File: src/rtl/mips_pkg.sv
// Shared encodings for the multi-cycle MIPS control path: opcodes, FSM states,
// datapath select codes and the packed control word.
package mips_pkg;

  localparam logic [5:0] OP_RTYPE = 6'h00;
  localparam logic [5:0] OP_LW    = 6'h23;
  localparam logic [5:0] OP_SW    = 6'h2B;
  localparam logic [5:0] OP_BEQ   = 6'h04;
  localparam logic [5:0] OP_J     = 6'h02;
  localparam logic [5:0] OP_ADDI  = 6'h08;

  typedef enum logic [3:0] {
    StFetch    = 4'd0,
    StDecode   = 4'd1,
    StMemAddr  = 4'd2,
    StMemRd    = 4'd3,
    StMemWb    = 4'd4,
    StMemWr    = 4'd5,
    StRExec    = 4'd6,
    StRWb      = 4'd7,
    StBranch   = 4'd8,
    StJump     = 4'd9,
    StAddiExec = 4'd10,
    StAddiWb   = 4'd11
  } state_e;

  localparam logic [1:0] ALUOP_ADD   = 2'd0;
  localparam logic [1:0] ALUOP_SUB   = 2'd1;
  localparam logic [1:0] ALUOP_FUNCT = 2'd2;

  localparam logic [1:0] ALUSRCB_B       = 2'd0;
  localparam logic [1:0] ALUSRCB_FOUR    = 2'd1;
  localparam logic [1:0] ALUSRCB_IMM     = 2'd2;
  localparam logic [1:0] ALUSRCB_IMM_SH2 = 2'd3;

  localparam logic [1:0] PCSRC_ALU    = 2'd0;
  localparam logic [1:0] PCSRC_ALUOUT = 2'd1;
  localparam logic [1:0] PCSRC_JUMP   = 2'd2;

  typedef struct packed {
    logic       pc_write;
    logic       pc_write_cond;
    logic [1:0] pc_source;
    logic       i_or_d;
    logic       mem_read;
    logic       mem_write;
    logic       ir_write;
    logic       reg_dst;
    logic       mem_to_reg;
    logic       reg_write;
    logic       alu_src_a;
    logic [1:0] alu_src_b;
    logic [1:0] alu_op;
  } ctrl_t;

endpackage

File: src/rtl/mips_ctrl_outdec.sv
// Combinational control-word decoder: maps the current FSM state (plus the
// memory handshake, for the Mealy fetch strobes) onto every datapath select.
module mips_ctrl_outdec
  import mips_pkg::*;
(
  input  state_e state_i,
  input  logic   mem_ready_i,
  output ctrl_t  ctrl_o
);

  always_comb begin
    ctrl_o = '0;
    case (state_i)
      StFetch: begin
        ctrl_o.mem_read  = 1'b1;
        ctrl_o.alu_src_b = ALUSRCB_FOUR;
        ctrl_o.alu_op    = ALUOP_ADD;
        ctrl_o.pc_source = PCSRC_ALU;
        ctrl_o.ir_write  = mem_ready_i;
        ctrl_o.pc_write  = mem_ready_i;
      end
      StDecode: begin
        // Precompute branch target into ALUOut.
        ctrl_o.alu_src_b = ALUSRCB_IMM_SH2;
        ctrl_o.alu_op    = ALUOP_ADD;
      end
      StMemAddr, StAddiExec: begin
        ctrl_o.alu_src_a = 1'b1;
        ctrl_o.alu_src_b = ALUSRCB_IMM;
        ctrl_o.alu_op    = ALUOP_ADD;
      end
      StMemRd: begin
        ctrl_o.mem_read = 1'b1;
        ctrl_o.i_or_d   = 1'b1;
      end
      StMemWb: begin
        ctrl_o.reg_write  = 1'b1;
        ctrl_o.mem_to_reg = 1'b1;
      end
      StMemWr: begin
        ctrl_o.mem_write = 1'b1;
        ctrl_o.i_or_d    = 1'b1;
      end
      StRExec: begin
        ctrl_o.alu_src_a = 1'b1;
        ctrl_o.alu_src_b = ALUSRCB_B;
        ctrl_o.alu_op    = ALUOP_FUNCT;
      end
      StRWb: begin
        ctrl_o.reg_write = 1'b1;
        ctrl_o.reg_dst   = 1'b1;
      end
      StBranch: begin
        ctrl_o.alu_src_a     = 1'b1;
        ctrl_o.alu_src_b     = ALUSRCB_B;
        ctrl_o.alu_op        = ALUOP_SUB;
        ctrl_o.pc_write_cond = 1'b1;
        ctrl_o.pc_source     = PCSRC_ALUOUT;
      end
      StJump: begin
        ctrl_o.pc_write  = 1'b1;
        ctrl_o.pc_source = PCSRC_JUMP;
      end
      StAddiWb: begin
        ctrl_o.reg_write = 1'b1;
      end
      default: ctrl_o = '0;
    endcase
  end

endmodule

File: src/rtl/mips_multicycle_ctrl.sv
// Multi-cycle MIPS main control FSM: next-state logic, state register and
// retired-instruction counter. Outputs are held low while reset is asserted.
module mips_multicycle_ctrl
  import mips_pkg::*;
#(
  parameter int unsigned CNT_W = 32
) (
  input  logic             clk,
  input  logic             rst_n,
  input  logic [5:0]       opcode,
  input  logic             mem_ready,
  output logic             pc_write,
  output logic             pc_write_cond,
  output logic [1:0]       pc_source,
  output logic             i_or_d,
  output logic             mem_read,
  output logic             mem_write,
  output logic             ir_write,
  output logic             reg_dst,
  output logic             mem_to_reg,
  output logic             reg_write,
  output logic             alu_src_a,
  output logic [1:0]       alu_src_b,
  output logic [1:0]       alu_op,
  output logic             illegal_op,
  output logic [3:0]       state_o,
  output logic [CNT_W-1:0] instr_count
);

  state_e           state_q, state_d;
  logic [CNT_W-1:0] count_q, count_d;
  logic             retire;
  logic             illegal;
  ctrl_t            ctrl;

  always_comb begin
    state_d = StFetch;
    retire  = 1'b0;
    illegal = 1'b0;
    case (state_q)
      StFetch:  state_d = mem_ready ? StDecode : StFetch;
      StDecode: begin
        case (opcode)
          OP_LW, OP_SW: state_d = StMemAddr;
          OP_RTYPE:     state_d = StRExec;
          OP_BEQ:       state_d = StBranch;
          OP_J:         state_d = StJump;
          OP_ADDI:      state_d = StAddiExec;
          default:      illegal = 1'b1;
        endcase
      end
      StMemAddr:  state_d = (opcode == OP_LW) ? StMemRd : StMemWr;
      StMemRd:    state_d = mem_ready ? StMemWb : StMemRd;
      StMemWr: begin
        state_d = mem_ready ? StFetch : StMemWr;
        retire  = mem_ready;
      end
      StRExec:    state_d = StRWb;
      StAddiExec: state_d = StAddiWb;
      StMemWb, StRWb, StBranch, StJump, StAddiWb: retire = 1'b1;
      default:    state_d = StFetch;
    endcase
    count_d = retire ? count_q + CNT_W'(1) : count_q;
  end

  always_ff @(posedge clk or negedge rst_n) begin
    if (!rst_n) begin
      state_q <= StFetch;
      count_q <= '0;
    end else begin
      state_q <= state_d;
      count_q <= count_d;
    end
  end

  mips_ctrl_outdec u_outdec (
    .state_i     (state_q),
    .mem_ready_i (mem_ready),
    .ctrl_o      (ctrl)
  );

  // Gate with rst_n so strobes drop immediately, before any clock edge.
  assign pc_write      = rst_n & ctrl.pc_write;
  assign pc_write_cond = rst_n & ctrl.pc_write_cond;
  assign pc_source     = rst_n ? ctrl.pc_source : 2'b00;
  assign i_or_d        = rst_n & ctrl.i_or_d;
  assign mem_read      = rst_n & ctrl.mem_read;
  assign mem_write     = rst_n & ctrl.mem_write;
  assign ir_write      = rst_n & ctrl.ir_write;
  assign reg_dst       = rst_n & ctrl.reg_dst;
  assign mem_to_reg    = rst_n & ctrl.mem_to_reg;
  assign reg_write     = rst_n & ctrl.reg_write;
  assign alu_src_a     = rst_n & ctrl.alu_src_a;
  assign alu_src_b     = rst_n ? ctrl.alu_src_b : 2'b00;
  assign alu_op        = rst_n ? ctrl.alu_op : 2'b00;
  assign illegal_op    = rst_n & illegal;
  assign state_o       = rst_n ? state_q : 4'd0;
  assign instr_count   = count_q;

endmodule

File: config.mk
export PLATFORM = sky130hd
export DESIGN_NAME = mips_multicycle_ctrl
export DESIGN_NICKNAME = d
export VERILOG_FILES = /design/src/rtl/mips_pkg.sv /design/src/rtl/mips_ctrl_outdec.sv /design/src/rtl/mips_multicycle_ctrl.sv
export SDC_FILE = /design/constraint.sdc
export NUM_CORES = 1
export LEC_CHECK = 0
export CORE_MARGIN = 1.5
export CORE_UTILIZATION = 47
export CTS_BUF_LIST = sky130_fd_sc_hd__clkbuf_16
export DETAILED_ROUTE_END_ITERATION = 8
export PLACE_DENSITY_LB_ADDON = 0.25
export SLEW_MARGIN = 20
export SYNTH_ARGS = -nofsm -noshare
export SYNTH_HDL_FRONTEND = slang
export SYNTH_SLANG_ARGS = --single-unit
File: constraint.sdc
create_clock -name clk -period 2.9 [get_ports clk]
set_input_delay 0.435 -clock clk [delete_from_list [all_inputs] [get_ports clk]]
set_output_delay 0.435 -clock clk [all_outputs]
set_load 0.03 [all_outputs]
==> flow_summary.toml, run 1 <==
[clock_tree]
holdBufCountCts = 0
clockBufferDepth = 2
worst_skew_pair.late_latency_ps = 280
clkSinkCount = 36
cts_tree = "yes"
htreeDepth = 2
clkTransAtPathRegs_ps = 50
cts_buffers = 5
cts_root_buffer = "clkbuf_16"
cts_setup_buffers = 0
cts-resized-gates = 0

[floorplan]
rows = 23
die_area_mm2 = 0.004758
die-width_um = 68.98
initial_utilization = 0.5006
coreArea_mm2 = 0.004086
pin_count = 62
fp.dieH_um = 68.98

[route]
drt-pass1-iter-count = 4
route.detailed.drc = 0
drt_iter0_markers = 97
via_per_inst = 5.369
drtAntennaViolNets = 0
wire_per_inst_um = 14.15
via_count = 1777
drt-total-wl_mm = 4.683

[setup_path]
end_kind = "primary output"
worstPathRequired_ps = 2470
crit_type = "reg2out"
reg2reg_to = "instr_count[21]"
cpMostUsedCell = "nor2_1"
r2r_slack_ps = 360
crit_chain = "buf_4 > nand2b_1 > nor2_1 > nor2_1 > nor2_1 > clkdlybuf4s50_1"
crit_path_max_incr_delay_ps = 680
r2r_cells = 5
reg2reg_from = "state_q[3]"
crit_path_top_delay_cell = "clkdlybuf4s50_1"
start_kind = "flip-flop"
cp_max_fo = 10
cp.arrival_ps = 2200

[placement]
io_buffers = 61
hpwl_mm = 3.382
gp_congestion = 0.7860
dp_cells = 323

[synth]
yosys.cell_types.count = 42
ys_seq_elements = 36
yosysSeqAreaShare = 0.4404
synth_nets = 223
synth_edf_count = 0
synthFlopType = "dfrtp_1"
async_flop_share = 1.000
synth.top_cell.area_share = 0.4404
yosys-top-cells-area = "dfrtp_1 44%, xnor2_1 11%, xor2_1 3.9%"
avgSynthCellArea_um2 = 9.604
syn_inst = 213
synth_most_common_cell = "dfrtp_1"
synth_warnings = 0
syn-cell-area_mm2 = 0.002046
synth.top_cells.by_count = "36 x dfrtp_1, 25 x xnor2_1, 20 x nand2_1, 18 x nor2_1, 14 x nand3_1"
synth_top_area_cell = "dfrtp_1"

[global_route]
grt_usage = 0.2117
antenna_found_initial = 0
grt_pass1_wl_mm = 7.465
grt_remaining_overflow = 0
grt_max_degree = 34
grt_pass1_vias = 1601

[timing]
fin_crit_sh = 0.9099
slew_headroom = 0.6307
fmax_mhz = 379.0
setup_viol_count_final = 0
final.setup.tns_ps = 0
slew_viol_final = 0
period_needed_ps = 2639
fin_worst_skew_ps = 4.685
tightest_slew_ps = 549.8
finalHoldViolCount = 0
rsz0062_at_grt = "false"

[finish]
register_area_um2 = 900.9
multi_input_area_mm2 = 0.001067
nFillCells = 334
syn2layout_area_growth_pct = 40.55
layout-drive-gt1-share = 0.07829
antenna_cells = 0
nets = 290
instances_no_fill = 331

[flow_run]
cap_violations = 0

[pwr]
max-vdd-ir-drop_mv = 0.2203
p_leak_uw = 0.001197
p_per_area_mw_per_mm2 = 506.9

[outcome]
status = "finished clean"

[worst_hold_path]
hold_path_class = "in2async"
area by class of cell:
cell class / count / share of cell area
clock buffer: 5 / 0.04352
inverter: 3 / 0.003916
tap: 50 / 0.02176
multi-input combinational: 164 / 0.3712
clock inverter: 3 / 0.01305
sequential: 36 / 0.3133
timing repair buffer: 70 / 0.2332
flip-flops by register name, summed over array words and instances (netlist names):
signal,flops
instr_count,32
state_q,4
cells by family (layout without fill, tap and decap cells):
family / after synthesis / in the layout / share of synthesized area
fa+ha+maj: 1 / 1 / 0.006115
flops: 36 / 36 / 0.4404
simple gates: 111 / 111 / 0.3089
mux: 1 / 1 / 0.004893
xor+xnor: 34 / 34 / 0.1456
compound gates: 17 / 17 / 0.05627
buf+inv: 13 / 81 / 0.03792
per-stage QoR:
| step | area (um2) | utilization | total power (uW) | hold slack, ps | setup WS, ps |
|---|---|---|---|---|---|
| 2_1_floorplan | 2046 | - | 747.7 | 139.4 | 352.3 |
| 3_3_place_gp | 2713 | 0.6638 | 868.8 | 398.1 | 220.8 |
| 3_5_place_dp | 2713 | 0.6638 | 873.5 | 396.0 | 150.7 |
| 4_1_cts | 2875 | 0.7036 | 1464 | 104.4 | 238.8 |
| 5_1_grt | 2875 | 0.7036 | 1513 | 116.0 | 87.86 |
| 6_report | 2875 | 0.7036 | 1458 | 103.7 | 261.3 |
power breakdown:
| group | internal, uW | switching [uW] |
|---|---|---|
| combinational | 122 | 158 |
| clock | 399 | 195 |
| sequential | 530 | 54.2 |
critical path, delay by kind of cell (launching register included):
kind | cells | cell delay, ps
buf+inv | 2 | 900
flops | 1 | 480
simple gates | 4 | 550
how the worst max path moves through the flow:
stage	startpoint	to	slack (ps)
global route	state_q[1]	alu_src_b[1]	90
detailed placement	mem_ready	instr_count[25]	150
finish	state_q[1]	alu_src_b[1]	260
global placement	mem_ready	instr_count[17]	220
CTS	state_q[1]	alu_src_b[1]	240
floorplan	state_q[2]	pc_write	350
placed cells by master (no fill, tap or decap), drive strengths merged:
cell,count
nor3b,1
dfrtp,36
clkdlybuf4s50,59
o2111ai,1
or2,1
nand3,14
inv,3
nor4b,3
nor2b,3
and4,3
and3,5
nand4,9
nand3b,3
nor2,18
ha,1
a22oi,1
xnor2,25
and2b,1
clkbuf,5
o22ai,1
mux2i,1
bufinv,1
and2,6
o2bb2ai,1
clkinv,2
o21a,2
nor3,12
and3b,1
xor2,9
or4,1
nor4,5
a21oi,2
nand2b,5
a221oi,1
o32ai,1
nand2,20
o21ai,6
buf,11
o2111a,1
layer usage:
layer,share of wire,up-vias,GRT usage
li1,-,879,-
met1,0.45,844,0.2716
met2,0.49,48,0.3558
met3,0.038,6,0.04383
met4,0.016,0,0.06863
met5,0,-,0
(Power assumes the default switching activity.)
==> run 2: changes to the inputs <==
--- a/config.mk
+++ b/config.mk
@@ -10,6 +10,7 @@
 export CTS_BUF_LIST = sky130_fd_sc_hd__clkbuf_16
 export DETAILED_ROUTE_END_ITERATION = 8
 export PLACE_DENSITY_LB_ADDON = 0.25
+export SKIP_LAST_GASP = 1
 export SLEW_MARGIN = 20
 export SYNTH_ARGS = -nofsm -noshare
 export SYNTH_HDL_FRONTEND = slang
==> results of run 2 <==
No change in the layout: final DEF, timing and power equal those of run 1.
==> run 3: changes to the inputs <==
--- a/config.mk
+++ b/config.mk
@@ -6,8 +6,8 @@
 export NUM_CORES = 1
 export LEC_CHECK = 0
 export CORE_MARGIN = 1.5
-export CORE_UTILIZATION = 47
-export CTS_BUF_LIST = sky130_fd_sc_hd__clkbuf_16
+export CORE_UTILIZATION = 29
+export CTS_BUF_LIST = sky130_fd_sc_hd__clkbuf_4
 export DETAILED_ROUTE_END_ITERATION = 8
 export PLACE_DENSITY_LB_ADDON = 0.25
 export SKIP_LAST_GASP = 1
==> flow_summary.toml, run 3 (synthesis results as in run 1) <==
[outcome]
status = "finished clean"

[finish]
layout_commonest_cell = "clkdlybuf4s50_1"
antenna_cells = 0
syn2layout_area_growth_pct = 37.92
largest_reg_flops = 32
mostFrequentLayoutCells = "58 x clkdlybuf4s50_1, 36 x dfrtp_1, 25 x xnor2_1"
nets = 290
layout-drive-gt1-share = 0.08185

[timing]
slew_headroom = 0.6253
final.setup.worst_slack_ps = 237.5
fin_crit_sh = 0.9181
fin_worst_skew_ps = 9.430
slew_viol_final = 0
rsz0062_at_grt = "false"
fmax_mhz = 375.6
setup_viol_count_final = 0
period_needed_ps = 2663
finalHoldViolCount = 0
final.setup.tns_ps = 0
whs_ps = 265.9
tightest_slew_ps = 557.9

[route]
drt_iter0_markers = 47
via_count = 1794
wire_per_inst_um = 13.00
via_per_inst = 4.759
route.detailed.drc = 0
drt-total-wl_mm = 4.902
drtAntennaViolNets = 0
drt-pass1-iter-count = 5

[setup_path]
cp_max_fo = 11
worstPathRequired_ps = 2470
cp.arrival_ps = 2230
end_kind = "primary output"
crit_type = "reg2out"
start_kind = "flip-flop"
r2r_cells = 5

[clock_tree]
cts_root_buffer = "clkbuf_4"
cts-resized-gates = 0
clkSinkCount = 36
cts_buffers = 5
worst_skew_pair.late_latency_ps = 340
cts_setup_buffers = 0
htreeDepth = 2
cts_tree = "yes"
clockBufferDepth = 2
holdBufCountCts = 1
clkTransAtPathRegs_ps = 110

[floorplan]
rows = 30
coreArea_mm2 = 0.006794
fp.dieH_um = 86.99
die-width_um = 86.99
pin_count = 62
die_area_mm2 = 0.007567
initial_utilization = 0.3011

[placement]
preCtsSetupSlack_ps = 162.1
hpwl_mm = 3.517
gp_congestion = 0.7569
io_buffers = 61

[global_route]
grt_remaining_overflow = 0
grt_usage = 0.1320
antenna_found_initial = 0
grt_max_degree = 33
grt_pass1_wl_mm = 7.893
grt_pass1_vias = 1633

[pwr]
max-vdd-ir-drop_mv = 0.1338
p_per_area_mw_per_mm2 = 399.0
p_leak_uw = 0.001152

[flow_run]
cap_violations = 0

[worst_hold_path]
hold_path_class = "in2async"
[run 3: final cells by class]
type | instances | area (um2)
flip-flops and latches | 36 | 900.9
inverters | 3 | 11.26
clock inverters | 3 | 13.76
fillers | 689 | 3973
multi-input cells | 164 | 1067
repair buffers | 70 | 670.6
clock buffers | 5 | 37.54
well taps | 96 | 120.1
[run 3: stage by stage]
step | std cells | total power, uW | util | instance area, um2
final | 377 | 1126 | 0.4153 | 2821
after global routing | 377 | 1190 | 0.4153 | 2821
after CTS | 377 | 1143 | 0.4153 | 2821
after detailed placement | 368 | 876.7 | 0.4063 | 2760
after global placement | 368 | 875.7 | 0.4063 | 2760
after floorplan | 213 | 747.7 | - | 2046
[run 3: power breakdown]
group | switching [uW] | internal (uW) | total (uW)
sequential | 53.5 | 528 | 582
clock | 167 | 89.0 | 256
combinational | 165 | 123 | 288
[run 3: metal layers]
metal | wire length [um] | vias up | global-route usage
li1 | - | 880 | -
met1 | 2338 | 847 | 0.1826
met5 | 0 | - | 0
met2 | 2206 | 61 | 0.1994
met4 | 66 | 0 | 0.04839
met3 | 291 | 6 | 0.03223
[run 3: worst max-delay path: stages, from the launching register on]
cell             delay (ps)
dfrtp_1                 490
buf_4                   220
nand2b_1                190
nor2_1                  150
nor2_1                   70
nor2_1                   90
clkdlybuf4s50_1         680
[run 3: path summary, 6_finish.rpt]
kind	startpoint	endpoint	slack, ps
max	state_q[1]	alu_src_b[1]	240
min reg2reg	instr_count[31]	instr_count[31]	480
max reg2reg	state_q[3]	instr_count[21]	360
max in group asynchronous	rst_n	state_q[0]	2090
min	rst_n	instr_count[23]	270
min in group clk	instr_count[31]	instr_count[31]	480
